===== config.mk =====
export PLATFORM = sky130hd
export DESIGN_NAME = multdiv_sequencer
export DESIGN_NICKNAME = d
export VERILOG_FILES = /design/src/rtl/multdiv_sequencer.sv
export SDC_FILE = /design/constraint.sdc
export NUM_CORES = 1
export LEC_CHECK = 0
export BUFFER_PORTS_ARGS = -buffer_cell sky130_fd_sc_hd__buf_2
export CORE_AREA = 2 2 177 179
export CTS_CLUSTER_SIZE = 25
export DETAILED_ROUTE_END_ITERATION = 7
export DIE_AREA = 0 0 179 181
export HOLD_SLACK_MARGIN = 0.05
export PLACE_DENSITY = 0.6
export SLEW_MARGIN = 10
export SYNTH_ARGS = -nofsm -noshare
export SYNTH_HDL_FRONTEND = slang
export SYNTH_SLANG_ARGS = --single-unit

===== constraint.sdc =====
create_clock -name clock -period 11.48 [get_ports clock]
set_clock_uncertainty 0.05 [all_clocks]
set_input_delay 2.87 -clock clock [delete_from_list [all_inputs] [get_ports clock]]
set_output_delay 2.87 -clock clock [all_outputs]
set_load 0.1 [all_outputs]

===== src/rtl/multdiv_sequencer.sv =====
// Iterative signed multiply (radix-2 Booth) / divide (non-restoring) sequencer, WIDTH iterations per op.
// Optional MULTDIV_REMAINDER_EN adds the data_remainder output for divides.
module multdiv_sequencer #(
    parameter int unsigned WIDTH = 32
) (
    input  logic             clock,
    input  logic             reset,
    input  logic             ctrl_MULT,
    input  logic             ctrl_DIV,
    input  logic [WIDTH-1:0] data_operandA,
    input  logic [WIDTH-1:0] data_operandB,
    output logic [WIDTH-1:0] data_result,
    output logic             data_exception,
    output logic             data_resultRDY,
    output logic             busy
`ifdef MULTDIV_REMAINDER_EN
    ,
    output logic [WIDTH-1:0] data_remainder
`endif
);

    localparam int unsigned CW = (WIDTH > 1) ? $clog2(WIDTH) : 1;
    localparam logic [WIDTH-1:0] MIN_VAL = {1'b1, {(WIDTH-1){1'b0}}};

    typedef enum logic [1:0] {S_IDLE, S_MULT, S_DIV, S_DONE} state_t;

    state_t           state;
    logic [CW-1:0]    cnt;
    logic [WIDTH-1:0] mcand;      // multiplicand, or divisor magnitude
    logic [WIDTH:0]   acc;        // product high half, or partial remainder
    logic [WIDTH-1:0] lo;         // multiplier/product low half, or dividend/quotient
    logic             booth_q;
    logic             op_div;
    logic             div_zero;
    logic             div_exc;
    logic             neg_q;
`ifdef MULTDIV_REMAINDER_EN
    logic             neg_r;
    logic [WIDTH-1:0] rem_low;
    logic [WIDTH-1:0] rem_fix;
`endif

    logic [WIDTH:0]   booth_sum;
    logic [WIDTH:0]   div_shift;
    logic [WIDTH:0]   div_next;
    logic [WIDTH:0]   mul_hi;
    logic             mul_ovf;
    logic [WIDTH-1:0] quot_fix;
    logic [WIDTH-1:0] abs_a;
    logic [WIDTH-1:0] abs_b;

    // Accumulator carries a guard bit so the most-negative multiplicand stays exact.
    always_comb begin
        booth_sum = acc;
        case ({lo[0], booth_q})
            2'b01:   booth_sum = acc + {mcand[WIDTH-1], mcand};
            2'b10:   booth_sum = acc - {mcand[WIDTH-1], mcand};
            default: booth_sum = acc;
        endcase
        div_shift = {acc[WIDTH-1:0], lo[WIDTH-1]};
        div_next  = acc[WIDTH] ? (div_shift + {1'b0, mcand}) : (div_shift - {1'b0, mcand});
        mul_hi    = {acc[WIDTH-1:0], lo[WIDTH-1]};
        mul_ovf   = ~((&mul_hi) | ~(|mul_hi));
        quot_fix  = neg_q ? ((~lo) + WIDTH'(1)) : lo;
        abs_a     = data_operandA[WIDTH-1] ? ((~data_operandA) + WIDTH'(1)) : data_operandA;
        abs_b     = data_operandB[WIDTH-1] ? ((~data_operandB) + WIDTH'(1)) : data_operandB;
    end

`ifdef MULTDIV_REMAINDER_EN
    // Final restore step then apply the dividend's sign.
    always_comb begin
        rem_low = acc[WIDTH-1:0] + (acc[WIDTH] ? mcand : '0);
        rem_fix = neg_r ? ((~rem_low) + WIDTH'(1)) : rem_low;
    end
`endif

    always_ff @(posedge clock) begin
        if (reset) begin
            state          <= S_IDLE;
            cnt            <= '0;
            mcand          <= '0;
            acc            <= '0;
            lo             <= '0;
            booth_q        <= 1'b0;
            op_div         <= 1'b0;
            div_zero       <= 1'b0;
            div_exc        <= 1'b0;
            neg_q          <= 1'b0;
            data_result    <= '0;
            data_exception <= 1'b0;
            data_resultRDY <= 1'b0;
            busy           <= 1'b0;
`ifdef MULTDIV_REMAINDER_EN
            neg_r          <= 1'b0;
            data_remainder <= '0;
`endif
        end else begin
            data_resultRDY <= 1'b0;
            case (state)
                S_MULT: begin
                    acc     <= {booth_sum[WIDTH], booth_sum[WIDTH:1]};
                    lo      <= {booth_sum[0], lo[WIDTH-1:1]};
                    booth_q <= lo[0];
                    cnt     <= cnt + 1'b1;
                    if (cnt == CW'(WIDTH - 1)) state <= S_DONE;
                end
                S_DIV: begin
                    acc <= div_next;
                    lo  <= {lo[WIDTH-2:0], ~div_next[WIDTH]};
                    cnt <= cnt + 1'b1;
                    if (cnt == CW'(WIDTH - 1)) state <= S_DONE;
                end
                S_DONE: begin
                    state          <= S_IDLE;
                    busy           <= 1'b0;
                    data_resultRDY <= 1'b1;
                    cnt            <= '0;
                    if (!op_div) begin
                        data_result    <= lo;
                        data_exception <= mul_ovf;
                    end else if (div_zero) begin
                        data_result    <= '0;
                        data_exception <= 1'b1;
`ifdef MULTDIV_REMAINDER_EN
                        data_remainder <= lo;
`endif
                    end else begin
                        data_result    <= quot_fix;
                        data_exception <= div_exc;
`ifdef MULTDIV_REMAINDER_EN
                        data_remainder <= rem_fix;
`endif
                    end
                end
                default: ;
            endcase

            // A start pulse always wins: it aborts any op in flight and relaunches.
            if (ctrl_MULT || ctrl_DIV) begin
                busy     <= 1'b1;
                cnt      <= '0;
                acc      <= '0;
                booth_q  <= 1'b0;
                div_zero <= 1'b0;
                if (ctrl_MULT) begin
                    state  <= S_MULT;
                    op_div <= 1'b0;
                    mcand  <= data_operandA;
                    lo     <= data_operandB;
                end else begin
                    op_div  <= 1'b1;
                    mcand   <= abs_b;
                    neg_q   <= data_operandA[WIDTH-1] ^ data_operandB[WIDTH-1];
                    div_exc <= (data_operandB == '0) ||
                               ((data_operandA == MIN_VAL) && (&data_operandB));
`ifdef MULTDIV_REMAINDER_EN
                    neg_r   <= data_operandA[WIDTH-1];
`endif
                    if (data_operandB == '0) begin
                        state    <= S_DONE;
                        div_zero <= 1'b1;
                        lo       <= data_operandA;
                    end else begin
                        state <= S_DIV;
                        lo    <= abs_a;
                    end
                end
            end
        end
    end

endmodule

# Yosys cells after proc, flatten, opt, wreduce, memory -nomap -nowiden
# Cells that the tools add are included.
# classes
eq_ne,8
muxes,27
reduce_logical,16
bitwise,9
addsub,8
# op_table
op,count
$mux W32,9
$pmux W33 S2,2
$add A32 B1 Y32 const B,3
$not A32 Y32,3
$pmux W32 S2,1
$add A33 B32 Y33,1
$add A33 B33 Y33,1
$mux W33,1
$reduce_and A33 Y1,1
$reduce_or A33 Y1,1
$sub A33 B32 Y33,1
$sub A33 B33 Y33,1
$eq A32 B32 Y1 const B,1
$logic_not A32 Y1,1
$reduce_and A32 Y1,1
$pmux W5 S2,1
$mux W1,9
$eq A2 B2 Y1 const B,3
$mux W2,3
$reduce_bool A2 Y1,3
$reduce_bool A3 Y1,2
$add A5 B1 Y5 const B,1
$eq A5 B5 Y1 const B,1
$eq A2 B1 Y1 const B,2
9 further kinds,15
# word_totals
output_inout_bits,35
register_bits,144

# Depth between registers and ports, before layout
# depth
depth_word,6
depth_mapped,22
mapped_depth_nobuf,19

# Worst setup path before layout
# OpenSTA, ideal clock, no wires.
# synth_path
kind,input to register
start,input data_operandB[10]
end,register mcand[27]
t_arrival_ns,5.514
t_required_ns,11.359
setup_time_ns,0.071
path_stages,9
slack_ns,5.845
path_cell_list,or4_4 > or4_4 > or3_4 > or4_4 > or2_4 > o21ai_2 > xor2_1 > a211o_1 > a21oi_1
# synth_between
elab_chain_cells,4
# synth_lines
item,line_no,text
from (decl),11,"input logic [WIDTH-1:0] data_operandB,"
$not A32 Y32,66,abs_b = data_operandB[WIDTH-1] ? ((~data_operandB) + WIDTH'(1)) : data_operandB;
$add A32 B1 Y32,66,
$mux W32,66,
$mux W32,145,if (ctrl_MULT) begin
to (signal assigned),148,mcand <= data_operandA;
to (signal assigned),152,mcand <= abs_b;
to (decl),29,logic [WIDTH-1:0] mcand;
# No other way between the ends.
# A chain may end at the register's enable or synchronous reset.

# Worst setup path in the final report
# layout_path
start,input data_operandB[10]
end,register lo[11]
# layout_between
elab_chain_cells,4
# layout_lines
item,line_no,text
$logic_not A32 Y1,159,if (data_operandB == '0) begin
$mux W32,159,
$mux W32,145,
$mux W32,139,if (ctrl_MULT || ctrl_DIV) begin
to (signal assigned),149,lo <= data_operandB;
to (signal assigned),162,lo <= data_operandA;
to (signal assigned),165,lo <= abs_a;
to (decl),31,logic [WIDTH-1:0] lo;
# No other way between the ends.

==> results.json <==
{
  "nets": 2063,
  "syn_inst": 1908,
  "vias": 14225,
  "totalWireLength_mm": 48.13,
  "cp-end-kind": "flop",
  "max_freq_ghz": 0.1723,
  "cap_violations": 0,
  "slowest_delay_ps": 640,
  "maxSlewHeadroom": 0.1911,
  "syn_avg_cell_area_um2": 7.122,
  "grt_pass1_wl_mm": 73.97,
  "ir_drop_uv": 79.77,
  "cts_buffers": 17,
  "fin_crit_sh": 0.5055,
  "hold_buffers": 0,
  "ant_nets": 0,
  "yosys_most_used_dff": "dfxtp_1",
  "clock_tree.buffer_depth": 2,
  "cp.required_ps": 11790,
  "num_io_pins": 103,
  "grt_max_degree": 92,
  "finalWorstSetupSlack_ps": 5677,
  "dpl.hpwl_mm": 36.05,
  "cp_slowest_cell": "or4_1",
  "first_iter_violations": 1214,
  "num_rows": 64,
  "holdPathStages": 2,
  "antenna_found_initial": 11,
  "synth_edf_count": 0,
  "critPathMaxFanout": 24,
  "setup_viol": 0,
  "setup_tns_ps": 0,
  "layout_min_cycle_time_ps": 5803,
  "cts.clk_slew.worst_paths_ps": 70,
  "cts_tree": "built",
  "numPortBuffers": 102,
  "overflow": 0,
  "r2r_cells": 16,
  "routabilityCongestion": 0.9554,
  "cts_resized": 0,
  "worst_pin_slew_ps": 1183,
  "powerDensity_nw_per_um2": 116.9,
  "dp_worst_setup_slack_ps": 5322,
  "drive_gt1_frac": 0.09228,
  "grt_pass1_vias": 12968,
  "cp.arrival_ps": 6110,
  "crit_type": "input pin to flop",
  "root_buffer": "clkbuf_16",
  "die_w_um": 179,
  "ys_seq_area_frac": 0.2122,
  "crit_chain": "buf_2, or4_4, or4_4, or4_1, o21a_1, o31ai_1, xor2_1, a211oi_1, a21oi_1, nor3_1",
  "detail_route.wl_per_cell_um": 20.65,
  "avgViaCountPerCell": 6.103,
  "status": "completed",
  "grt_usage": 0.2935,
  "drc": 0,
  "area_growth_syn_to_layout_pct": 9.383,
  "cellLeakagePower_nw": 6.019,
  "drv_slew": 0,
  "synth_area_um2": 13590,
  "cp_common_cell": "or4_4",
  "firstDrtPassIters": 6,
  "dieArea_um2": 32400,
  "utilization": 0.4897,
  "hold_class": "flop to flop",
  "postCtsSetupRepairBufs": 0,
  "cp-start-kind": "input pin",
  "start_util": 0.4477,
  "core_area_um2": 30350,
  "synth_cell_types": 66,
  "ys_warn_count": 0,
  "async_flop_share": 0,
  "die_h_um": 181,
  "synth_nets": 2055,
  "cts_htree_levels": 4,
  "clock_sinks": 144,
  "synth-seq-cells": 144,
  "clk_latency_ps": 440,
  "rsz0062_at_grt": "false",
  "hold_viol": 0
}
## Yosys cell counts, types with 4 or more instances
cell,instances,share of area
xor2_1,103,0.066
nor2b_1,45,0.021
mux2_2,6,0.0050
a211oi_1,46,0.025
o32ai_1,19,0.012
nand4_1,27,0.012
a22oi_1,7,0.0039
dfxtp_1,144,0.21
or4_4,5,0.0041
nor2_1,253,0.070
a31oi_1,9,0.0041
a2111oi_0,12,0.0077
nand2b_1,15,0.0069
nor3b_1,18,0.0099
o22ai_1,6,0.0028
and2_1,8,0.0037
nor3_1,58,0.021
a21oi_1,267,0.098
o211ai_1,13,0.0072
nor4_1,32,0.015
xnor2_1,96,0.062
or3_1,14,0.0064
o41ai_1,9,0.0058
and3_1,11,0.0051
inv_1,52,0.014
nand2_1,115,0.032
nand3_1,21,0.0077
a41oi_1,4,0.0026
o21a_1,14,0.0077
a311oi_1,5,0.0032
o21ai_2,4,0.0026
or4_1,11,0.0061
ha_1,77,0.071
a221oi_1,12,0.0077
o21ai_0,104,0.038
clkbuf_1,119,0.033
buf_1,15,0.0041
mux2i_1,22,0.016
o21bai_1,15,0.0083
nand3b_1,4,0.0022
and4_1,4,0.0026
o31ai_1,25,0.014
a21o_1,27,0.015
## layout make-up
cell class,count,area [um2]
flip-flops and latches,144,2883
fillers,3062,15490
inverters,53,198.9
diodes,6,15.01
clock inverters,15,150.1
multi-input cells,1577,10020
clock buffers,17,425.4
repair buffers,123,675.6
well taps,396,495.5
## where the power goes
| part | internal, mW | switching (mW) |
|---|---|---|
| registers | 0.524 | 0.0481 |
| clock network | 0.305 | 0.264 |
| logic | 0.222 | 0.374 |
## flip-flops by register name, summed over array words and instances, names as in the netlist, 2 cells and up
name,count
mcand,32
data_result,32
cnt,5
lo,32
acc,33
state,2
## path summary, 6_finish.rpt
kind | start | endpoint | slack [ps]
setup / recovery | data_operandB[10] | lo[11] | 5680
setup reg to reg | mcand[2] | acc[31] | 6280
hold reg to reg | busy | busy | 440
hold / removal | busy | busy | 440
## per-layer routing
layer / vias up / part of all wire / track usage
li1: 6919 / - / -
met4: 10 / 0.032 / 0.1002
met3: 86 / 0.067 / 0.05619
met2: 474 / 0.45 / 0.4600
met1: 6736 / 0.45 / 0.4006
met5: - / 0.0014 / 0
## kinds of logic after synthesis
family	Yosys count	share of synthesized area
AND/OR/NAND/NOR	653	0.2330
AO/OA/AOI/OAI	618	0.2799
XOR/XNOR	199	0.1283
buffers and inverters	187	0.05166
flip-flops	144	0.2122
adder cells (fa/ha/maj)	79	0.07385
multiplexers	28	0.02118
## cell usage in the layout, fill, tap and decap left out, types with 22 or more instances in the layout
master	netlist	layout
buf_4	0	24
dfxtp_1	144	144
ha_1	77	76
xnor2_1	96	96
mux2i_1	22	22
a21oi_1	267	267
nor4_1	32	32
nor2b_1	45	45
nor2_1	253	253
a21o_1	27	27
inv_1	52	52
nor3_1	58	58
nand2_1	115	115
a211oi_1	46	46
xor2_1	103	103
o21ai_0	104	104
o31ai_1	25	25
nand4_1	27	27
buf_2	0	99
## worst max-delay path: cells and delay by family
family	cells	cell delay (ps)
AOI/OAI and AO/OA	4	1100
xor gates and xnor gates	1	100
buffers and inverters	1	160
and+or+nand+nor	4	1860
## per-stage QoR
step	hold WS [ps]	std cells	power [mW]	area (um2)
6_report	436.0	2331	1.738	14860
3_3_place_gp	425.7	2293	1.162	14270
3_5_place_dp	428.2	2293	1.167	14270
4_1_cts	439.5	2325	1.734	14850
5_1_grt	461.6	2329	1.827	14860
2_1_floorplan	408.4	1908	1.003	13590
(Power assumes the default switching activity.)
